### config.mk
export PLATFORM = sky130hd
export DESIGN_NAME = lock_key_loader
export DESIGN_NICKNAME = d
export VERILOG_FILES = /design/src/rtl/lock_key_pkg.sv /design/src/rtl/lock_key_crc8.sv /design/src/rtl/lock_key_loader.sv
export SDC_FILE = /design/constraint.sdc
export NUM_CORES = 1
export LEC_CHECK = 0
export CORE_MARGIN = 10
export CORE_UTILIZATION = 56
export DETAILED_ROUTE_END_ITERATION = 12
export GPL_ROUTABILITY_DRIVEN = 0
export PLACE_DENSITY = 0.86
export SETUP_SLACK_MARGIN = 0.05
export SYNTH_ARGS = -nofsm -noshare
export SYNTH_HDL_FRONTEND = slang
export SYNTH_SLANG_ARGS = --single-unit
export TNS_END_PERCENT = 20
### constraint.sdc
create_clock -name clk -period 2.6 [get_ports clk]
set_input_delay 0.65 -clock clk [delete_from_list [all_inputs] [get_ports clk]]
set_output_delay 0.65 -clock clk [all_outputs]
set_load 0.02 [all_outputs]
### src/rtl/lock_key_pkg.sv
// Shared constants and the CRC-8 byte step for the lock key loader.
package lock_key_pkg;

  localparam logic [2:0] StIdle  = 3'd0;
  localparam logic [2:0] StReq   = 3'd1;
  localparam logic [2:0] StCheck = 3'd2;
  localparam logic [2:0] StDone  = 3'd3;
  localparam logic [2:0] StError = 3'd4;

  localparam logic [1:0] ErrNone    = 2'b00;
  localparam logic [1:0] ErrCrc     = 2'b01;
  localparam logic [1:0] ErrTimeout = 2'b10;

  localparam logic [7:0] CRC8_POLY = 8'h07;
  localparam logic [7:0] CRC8_INIT = 8'h00;

  // MSB-first, non-reflected CRC-8 over one byte.
  function automatic logic [7:0] crc8_byte(input logic [7:0] crc, input logic [7:0] data);
    logic [7:0] c;
    c = crc ^ data;
    for (int i = 0; i < 8; i++) begin
      c = c[7] ? ({c[6:0], 1'b0} ^ CRC8_POLY) : {c[6:0], 1'b0};
    end
    return c;
  endfunction

endpackage

### src/rtl/lock_key_crc8.sv
// Combinational byte-wise CRC-8 step.
module lock_key_crc8
  import lock_key_pkg::*;
(
  input  logic [7:0] crc_in,
  input  logic [7:0] data,
  output logic [7:0] crc_out
);

  assign crc_out = crc8_byte(crc_in, data);

endmodule

### src/rtl/lock_key_loader.sv
// Fetches the lock key from NVM, CRC-8 checks it and drives a stable key bus.
// Optional CRC-failure retry is enabled by defining LOCK_KEY_LOADER_RETRY_EN.
module lock_key_loader
  import lock_key_pkg::*;
#(
  parameter int unsigned KEY_W     = 64,
  parameter int unsigned WORD_W    = 8,
  parameter int unsigned TIMEOUT   = 255,
  parameter int unsigned MAX_RETRY = 2
) (
  input  logic              clk,
  input  logic              rst_n,
  input  logic              start,
  input  logic              zeroize,
  output logic              nvm_req,
  output logic [3:0]        nvm_addr,
  input  logic              nvm_ack,
  input  logic [WORD_W-1:0] nvm_data,
  output logic [KEY_W-1:0]  key_out,
  output logic              key_valid,
  output logic              busy,
  output logic              err,
  output logic [1:0]        err_code
);

  localparam int unsigned NUM_WORDS = KEY_W / WORD_W;

  logic [2:0]        state_q, state_d;
  logic [3:0]        addr_q, addr_d;
  logic [7:0]        crc_q, crc_d, crc_next;
  logic [7:0]        chk_q, chk_d;
  logic [7:0]        wait_q, wait_d;
  logic [KEY_W-1:0]  shadow_q, shadow_d;
  logic [KEY_W-1:0]  key_q, key_d;
  logic              req_q, req_d;
  logic              valid_q, valid_d;
  logic              busy_q, busy_d;
  logic              err_q, err_d;
  logic [1:0]        code_q, code_d;
`ifdef LOCK_KEY_LOADER_RETRY_EN
  logic [1:0]        retry_q, retry_d;
`endif

  lock_key_crc8 u_crc (
    .crc_in  (crc_q),
    .data    (nvm_data),
    .crc_out (crc_next)
  );

  always_comb begin
    state_d  = state_q;
    addr_d   = addr_q;
    crc_d    = crc_q;
    chk_d    = chk_q;
    wait_d   = wait_q;
    shadow_d = shadow_q;
    key_d    = key_q;
    req_d    = req_q;
    valid_d  = valid_q;
    busy_d   = busy_q;
    err_d    = err_q;
    code_d   = code_q;
`ifdef LOCK_KEY_LOADER_RETRY_EN
    retry_d  = retry_q;
`endif
    if (zeroize) begin
      state_d  = StIdle;
      addr_d   = '0;
      crc_d    = CRC8_INIT;
      chk_d    = '0;
      wait_d   = '0;
      shadow_d = '0;
      key_d    = '0;
      req_d    = 1'b0;
      valid_d  = 1'b0;
      busy_d   = 1'b0;
      err_d    = 1'b0;
      code_d   = ErrNone;
`ifdef LOCK_KEY_LOADER_RETRY_EN
      retry_d  = '0;
`endif
    end else begin
      case (state_q)
        StIdle, StDone, StError: begin
          if (start) begin
            state_d  = StReq;
            addr_d   = '0;
            crc_d    = CRC8_INIT;
            wait_d   = '0;
            shadow_d = '0;
            key_d    = '0;
            req_d    = 1'b1;
            valid_d  = 1'b0;
            busy_d   = 1'b1;
            err_d    = 1'b0;
            code_d   = ErrNone;
`ifdef LOCK_KEY_LOADER_RETRY_EN
            retry_d  = '0;
`endif
          end
        end
        StReq: begin
          if (!req_q) begin
            // One-cycle gap after each transfer; the wait budget restarts here.
            req_d  = 1'b1;
            wait_d = '0;
          end else if (nvm_ack) begin
            req_d  = 1'b0;
            wait_d = '0;
            if (addr_q == 4'(NUM_WORDS)) begin
              chk_d   = nvm_data;
              state_d = StCheck;
            end else begin
              for (int i = 0; i < NUM_WORDS; i++) begin
                if (addr_q == 4'(i)) shadow_d[i*WORD_W +: WORD_W] = nvm_data;
              end
              crc_d  = crc_next;
              addr_d = addr_q + 4'd1;
            end
          end else if (wait_q == 8'(TIMEOUT - 1)) begin
            req_d   = 1'b0;
            busy_d  = 1'b0;
            err_d   = 1'b1;
            code_d  = ErrTimeout;
            state_d = StError;
          end else begin
            wait_d = wait_q + 8'd1;
          end
        end
        StCheck: begin
          if (chk_q == crc_q) begin
            key_d   = shadow_q;
            valid_d = 1'b1;
            busy_d  = 1'b0;
            state_d = StDone;
`ifdef LOCK_KEY_LOADER_RETRY_EN
          end else if (retry_q < 2'(MAX_RETRY)) begin
            retry_d = retry_q + 2'd1;
            addr_d  = '0;
            crc_d   = CRC8_INIT;
            wait_d  = '0;
            req_d   = 1'b1;
            state_d = StReq;
`endif
          end else begin
            busy_d  = 1'b0;
            err_d   = 1'b1;
            code_d  = ErrCrc;
            state_d = StError;
          end
        end
        default: state_d = StIdle;
      endcase
    end
  end

  always_ff @(posedge clk or negedge rst_n) begin
    if (!rst_n) begin
      state_q  <= StIdle;
      addr_q   <= '0;
      crc_q    <= CRC8_INIT;
      chk_q    <= '0;
      wait_q   <= '0;
      shadow_q <= '0;
      key_q    <= '0;
      req_q    <= 1'b0;
      valid_q  <= 1'b0;
      busy_q   <= 1'b0;
      err_q    <= 1'b0;
      code_q   <= ErrNone;
`ifdef LOCK_KEY_LOADER_RETRY_EN
      retry_q  <= '0;
`endif
    end else begin
      state_q  <= state_d;
      addr_q   <= addr_d;
      crc_q    <= crc_d;
      chk_q    <= chk_d;
      wait_q   <= wait_d;
      shadow_q <= shadow_d;
      key_q    <= key_d;
      req_q    <= req_d;
      valid_q  <= valid_d;
      busy_q   <= busy_d;
      err_q    <= err_d;
      code_q   <= code_d;
`ifdef LOCK_KEY_LOADER_RETRY_EN
      retry_q  <= retry_d;
`endif
    end
  end

  assign nvm_req   = req_q;
  assign nvm_addr  = addr_q;
  assign key_out   = key_q;
  assign key_valid = valid_q;
  assign busy      = busy_q;
  assign err       = err_q;
  assign err_code  = code_q;

endmodule

* Word level (Yosys, flattened, before mapping)
Cells that the tools add are included.
** Word-level totals
- Output and inout bits :: 74
- Logic and storage cells :: 172
- Input bits :: 13
- Register bits :: 165
** Cells by class
- Muxes and demuxes :: 83
- Add/sub/neg operators :: 2
- Reductions and logical operators :: 26
- Bitwise logic cells :: 9
- Equal/unequal tests :: 33
** Operators with widths (number)
- $mux 64 :: 7
- $pmux 64 s2 :: 2
- $mux 8 :: 22
- $reduce_and 6->1 :: 9
- $ne 3x3->1 const B :: 16
- $mux 3 :: 15
- $pmux 8 s2 :: 2
- $not 3->3 :: 8
- $mux 4 :: 5
- $mux 1 :: 17
- $eq 4x3->1 const B :: 4
- $mux 2 :: 6
- $reduce_and 5->1 :: 2
- $pmux 3 s3 :: 1
- $add 8x1->8 const B :: 1
- $eq 4x2->1 const B :: 2
- $eq 8x8->1 :: 1
- $eq 8x8->1 const B :: 1
- $ne 4x4->1 const B :: 2
- $pmux 4 s2 :: 1
- $reduce_and 4->1 :: 2
- $reduce_bool 2->1 :: 4
- $xor 8x8->8 :: 1
- $eq 3x2->1 const B :: 2
- 16 further kinds :: 20

* Depth between registers and ports, before layout
- Depth in word-level cells :: 22
- Mapped depth :: 8
- Mapped depth without buffers :: 7

* Hierarchy
A second synthesis with hierarchy kept.
** Unflattened totals
- Cell total of the unflattened synthesis :: 561
- Area, all modules :: 7126.8 µm²
** Modules (own cells, without submodules)
- lock_key_loader :: times used 1, cells each 540, sequential area each 4129.0 µm², area an instance 6920.4 µm²
- lock_key_crc8 :: times used 1, cells each 21, sequential area each 0.0 µm², area an instance 206.4 µm²

* Worst setup path before layout
No wires, ideal clock.
- Kind :: input to register
- From :: input zeroize
- To :: register shadow_q[10]
- Arrival :: 2.020 ns
- Required time :: 2.475 ns
- Path slack :: 0.456 ns
- Stages on the path :: 6
- Path buffers :: 2
- Library setup time :: 0.125 ns
- Cell sequence :: clkbuf_1 > nand2b_1 > buf_4 > a21oi_2 > nor2_2 > mux2_2
** On the way
- Cells in the longest elaborated chain, start to end :: 2
- Elaborated cells on any way between the ends :: 8
- Classes of those cells :: 5 x eq/ne; 1 x mux; 2 x reduce/logical
** Ends and longest elaborated chain
- start: declaration :: line lock_key_loader.sv:14 : input logic zeroize,
- $ne 3x3->1 (no line) / $reduce_bool 3->1 (equally long branches)
- $reduce_and 6->1 (no line)
- end signal: assignment :: line lock_key_loader.sv:180 : shadow_q <= shadow_d;
- end: declaration :: line lock_key_loader.sv:33 : logic [KEY_W-1:0] shadow_q, shadow_d;
Several ways; a longest one is shown, not always the timed one.
A chain may end at the register's enable or synchronous reset.

* Final worst setup path
- From :: register addr_q[2] (netlist: nvm_addr[2])
- To :: output nvm_addr[2]
** RTL lines
- start: declaration :: line lock_key_loader.sv:29 : logic [3:0] addr_q, addr_d;
- start signal: assignment :: line lock_key_loader.sv:176 : addr_q <= addr_d;
- end: declaration :: line lock_key_loader.sv:16 : output logic [3:0] nvm_addr,
No word-level cell between the ends.

==> results.py <==
metrics = {
    "drt": {
        "vias": 5008,
        "initialDrtViolationCount": 496,
        "first_pass_iters": 6,
        "ant_nets": 0,
        "wire_per_inst_um": 21.24,
        "vias_per_cell": 5.990,
        "drc_errors": 0,
        "wirelength_mm": 17.76,
    },
    "final_layout": {
        "drive_gt1_share_pct": 22.14,
        "final_common_cell": "dfrtp_1",
        "diodes": 0,
        "area_growth_pct": 25.70,
        "n_fill_cell": 830,
        "final_cell_mix": "dfrtp_1, clkdlybuf4s50_1, a22o_1",
        "post-route-cell-area_um2": 8990,
        "final_nets": 670,
    },
    "worst_setup_path": {
        "r2r_slack_ps": 360,
        "endpoint_kind": "primary output",
        "r2r_start": "state_q[2]",
        "worst-path-max-fanout": 7,
        "cp_top_family": "buffers and inverters",
        "crit_buf_inv": 1,
        "critical_path_arrival_ps": 1600,
        "crit_slowest_cell": "clkdlybuf4s50_1",
        "crit_type": "register to primary output",
        "rr_worst_depth": 6,
        "required_ps": 1950,
        "cp-start-kind": "register",
        "r2r-end": "shadow_q[27]",
        "slowest_delay_ps": 670,
        "cp_cell_sequence": "clkdlybuf4s50_1",
    },
    "power": {
        "power_density_nw_per_um2": 864.9,
        "pwr-share-comb_pct": 26.9,
        "p_int_mw": 5.292,
        "irDropWorstVdd_uv": 503.5,
        "p_sw_share_pct": 31.94,
        "p_clk_share_pct": 32.6,
        "power_frac_seq_pct": 40.6,
        "p_leak_nw": 4.167,
        "netSwitchingPower_mw": 2.483,
    },
    "run_status": {
        "outcome": "finished, final reports clean",
    },
    "sta": {
        "setup_viol": 0,
        "rsz0062_at_grt": "false",
        "hold_viol_final": 0,
        "fin_skew_ps": 6.424,
        "finalCritPeriodShare_pct": 86.72,
        "max_slew_margin_pct": 45.09,
        "setup_tns_ps": 0,
        "hold-worst-slack_ps": 187.1,
        "timing.final.ws_setup_ps": 345.3,
        "timing.final.crit_period_ps": 2255,
        "fmax_mhz": 443.5,
        "report.final.slew_viol_count": 0,
        "max_slew.worst_pin.slew_ps": 823.7,
    },
    "logic_synthesis": {
        "synth_nets": 564,
        "avgSynthCellArea_um2": 13.12,
        "ys.flop_type": "dfrtp_1",
        "synth.area.top_cells": "dfrtp_1, a22o_1, mux2_2",
        "yosysTopAreaCellShare_pct": 57.73,
        "ys_ff_latch": 165,
        "synth_edf_count": 0,
        "synth_area_um2": 7152,
        "seq_area_frac_synth_pct": 57.73,
        "yosysTopAreaCell": "dfrtp_1",
        "yosysWarnings": 0,
        "synthArstFlopShare_pct": 100.0,
        "synthCells": 545,
        "synth_cell_types": 58,
    },
    "placed_design": {
        "portBuffers": 86,
        "place_ws_ps": 5.239,
        "hpwl_mm": 12.14,
        "post_dp_cell_area_um2": 8391,
    },
    "die": {
        "die-area_um2": 17690,
        "die_w_um": 133.0,
        "boundaryPins": 87,
        "rows": 41,
        "die_h_um": 133.0,
        "initial_core_util_pct": 56.90,
        "core_um2": 12570,
    },
    "clocking": {
        "insertion_delay_ps": 430,
        "path_clk_slew_ps": 70,
        "postCtsSetupBuffers": 0,
        "ctsResizeCount": 0,
        "cts_made_buffers": 17,
        "clock_sinks": 165,
        "cts.path.max_buffers": 2,
        "ctsHoldBuffers": 0,
        "cts-root-buf": "clkbuf_16",
        "cts_tree": "built",
        "h-tree-depth": 4,
    },
    "global_route": {
        "grt_pass1_wl_mm": 28.96,
        "overflow": 0,
        "grt_max_degree": 62,
        "grt_pass1_vias": 5299,
        "antenna_found_initial": 0,
        "grt_usage_pct": 20.49,
    },
    "run": {
        "cap_viol_max_count": 0,
    },
    "min_path": {
        "worst_hold_path_type": "input port to async pin",
    },
}
## power by group through the flow
| stage | registers (mW) | clock network [mW] | logic (mW) |
|---|---|---|---|
| 2_1_floorplan | 3.11 | 0 | 1.41 |
| 3_3_place_gp | 3.16 | 0 | 1.97 |
| 3_5_place_dp | 3.19 | 0 | 2.05 |
| 4_1_cts | 3.15 | 2.56 | 2.08 |
| 5_1_grt | 3.19 | 2.69 | 2.24 |
| 6_report | 3.15 | 2.53 | 2.09 |
## registers in the layout, indices dropped and copies added, names as in the netlist
name / flops
nvm_addr: 4
busy: 1
key_valid: 1
err: 1
wait_q: 8
key_out: 64
crc_q: 8
state_q: 3
chk_q: 8
shadow_q: 64
nvm_req: 1
err_code: 2
## how the worst max path moves through the flow
stage	endpoint	from	depth (start not counted)
final	nvm_addr[2]	nvm_addr[2]	1
after global routing	nvm_req	nvm_req	1
after CTS	nvm_addr[0]	nvm_addr[0]	2
after detailed placement	shadow_q[31]	zeroize	6
after global placement	shadow_q[24]	zeroize	6
after floorplan	shadow_q[10]	zeroize	6
## synth_stat cells, types with 2 or more instances
library cell,instances
nand2b_1,5
a21oi_1,13
a22o_1,72
o21ai_1,2
nor3_1,3
o22ai_1,2
nand4_1,5
xnor3_1,4
dfrtp_1,165
buf_1,8
a21o_1,2
o21a_1,3
nand3_1,8
buf_4,11
inv_1,5
mux2_2,55
a21oi_2,6
o21ai_0,17
xor2_1,3
o31ai_1,4
nor2_1,21
nor2_2,3
nor3b_2,2
and3_1,3
nor2b_1,4
buf_2,6
a31oi_1,5
xnor2_1,22
mux2_1,9
nor2_4,6
o2bb2ai_1,3
and2_1,9
clkbuf_1,6
o41ai_1,6
ha_1,6
nand2_1,19
## layout make-up
| cell class | instances | area, µm² | area share [%] |
|---|---|---|---|
| flip-flops and latches | 165 | 4129 | 45.93 |
| multi-input cells | 343 | 2855 | 31.76 |
| repair buffers | 119 | 1172 | 13.04 |
| clock buffers | 19 | 452.9 | 5.038 |
| well taps | 172 | 215.2 | 2.394 |
| clock inverters | 13 | 146.4 | 1.628 |
| inverters | 5 | 18.77 | 0.2088 |
## cell families (layout without fill, tap and decap cells)
| kind of cell | Yosys count | in the layout | synth area share [%] |
|---|---|---|---|
| and+or+nand+nor | 103 | 103 | 8.783 |
| DFF | 165 | 165 | 57.73 |
| xor gates and xnor gates | 29 | 29 | 4.321 |
| muxes | 64 | 64 | 10.08 |
| adders and majority gates | 6 | 6 | 1.050 |
| buffers and inverters | 37 | 156 | 2.729 |
| AOI/OAI and AO/OA | 141 | 141 | 15.31 |
## metal layers
metal,global-route usage [%],vias to the layer above,share of wire (%)
li1,-,2201,-
met1,24.99,2592,42
met2,34.09,188,51
met3,6.094,27,6.1
met4,6.540,0,1.3
met5,0,-,0
## through the flow
| step | power, mW | instances | util, % |
|---|---|---|---|
| detailed placement | 5.240 | 804 | 66.76 |
| finish | 7.775 | 836 | 71.53 |
| CTS | 7.791 | 836 | 71.53 |
| global placement | 5.131 | 804 | 66.76 |
| global route | 8.124 | 836 | 71.53 |
| floorplan | 4.523 | 545 | - |
Power figures use the tool's default switching activity.
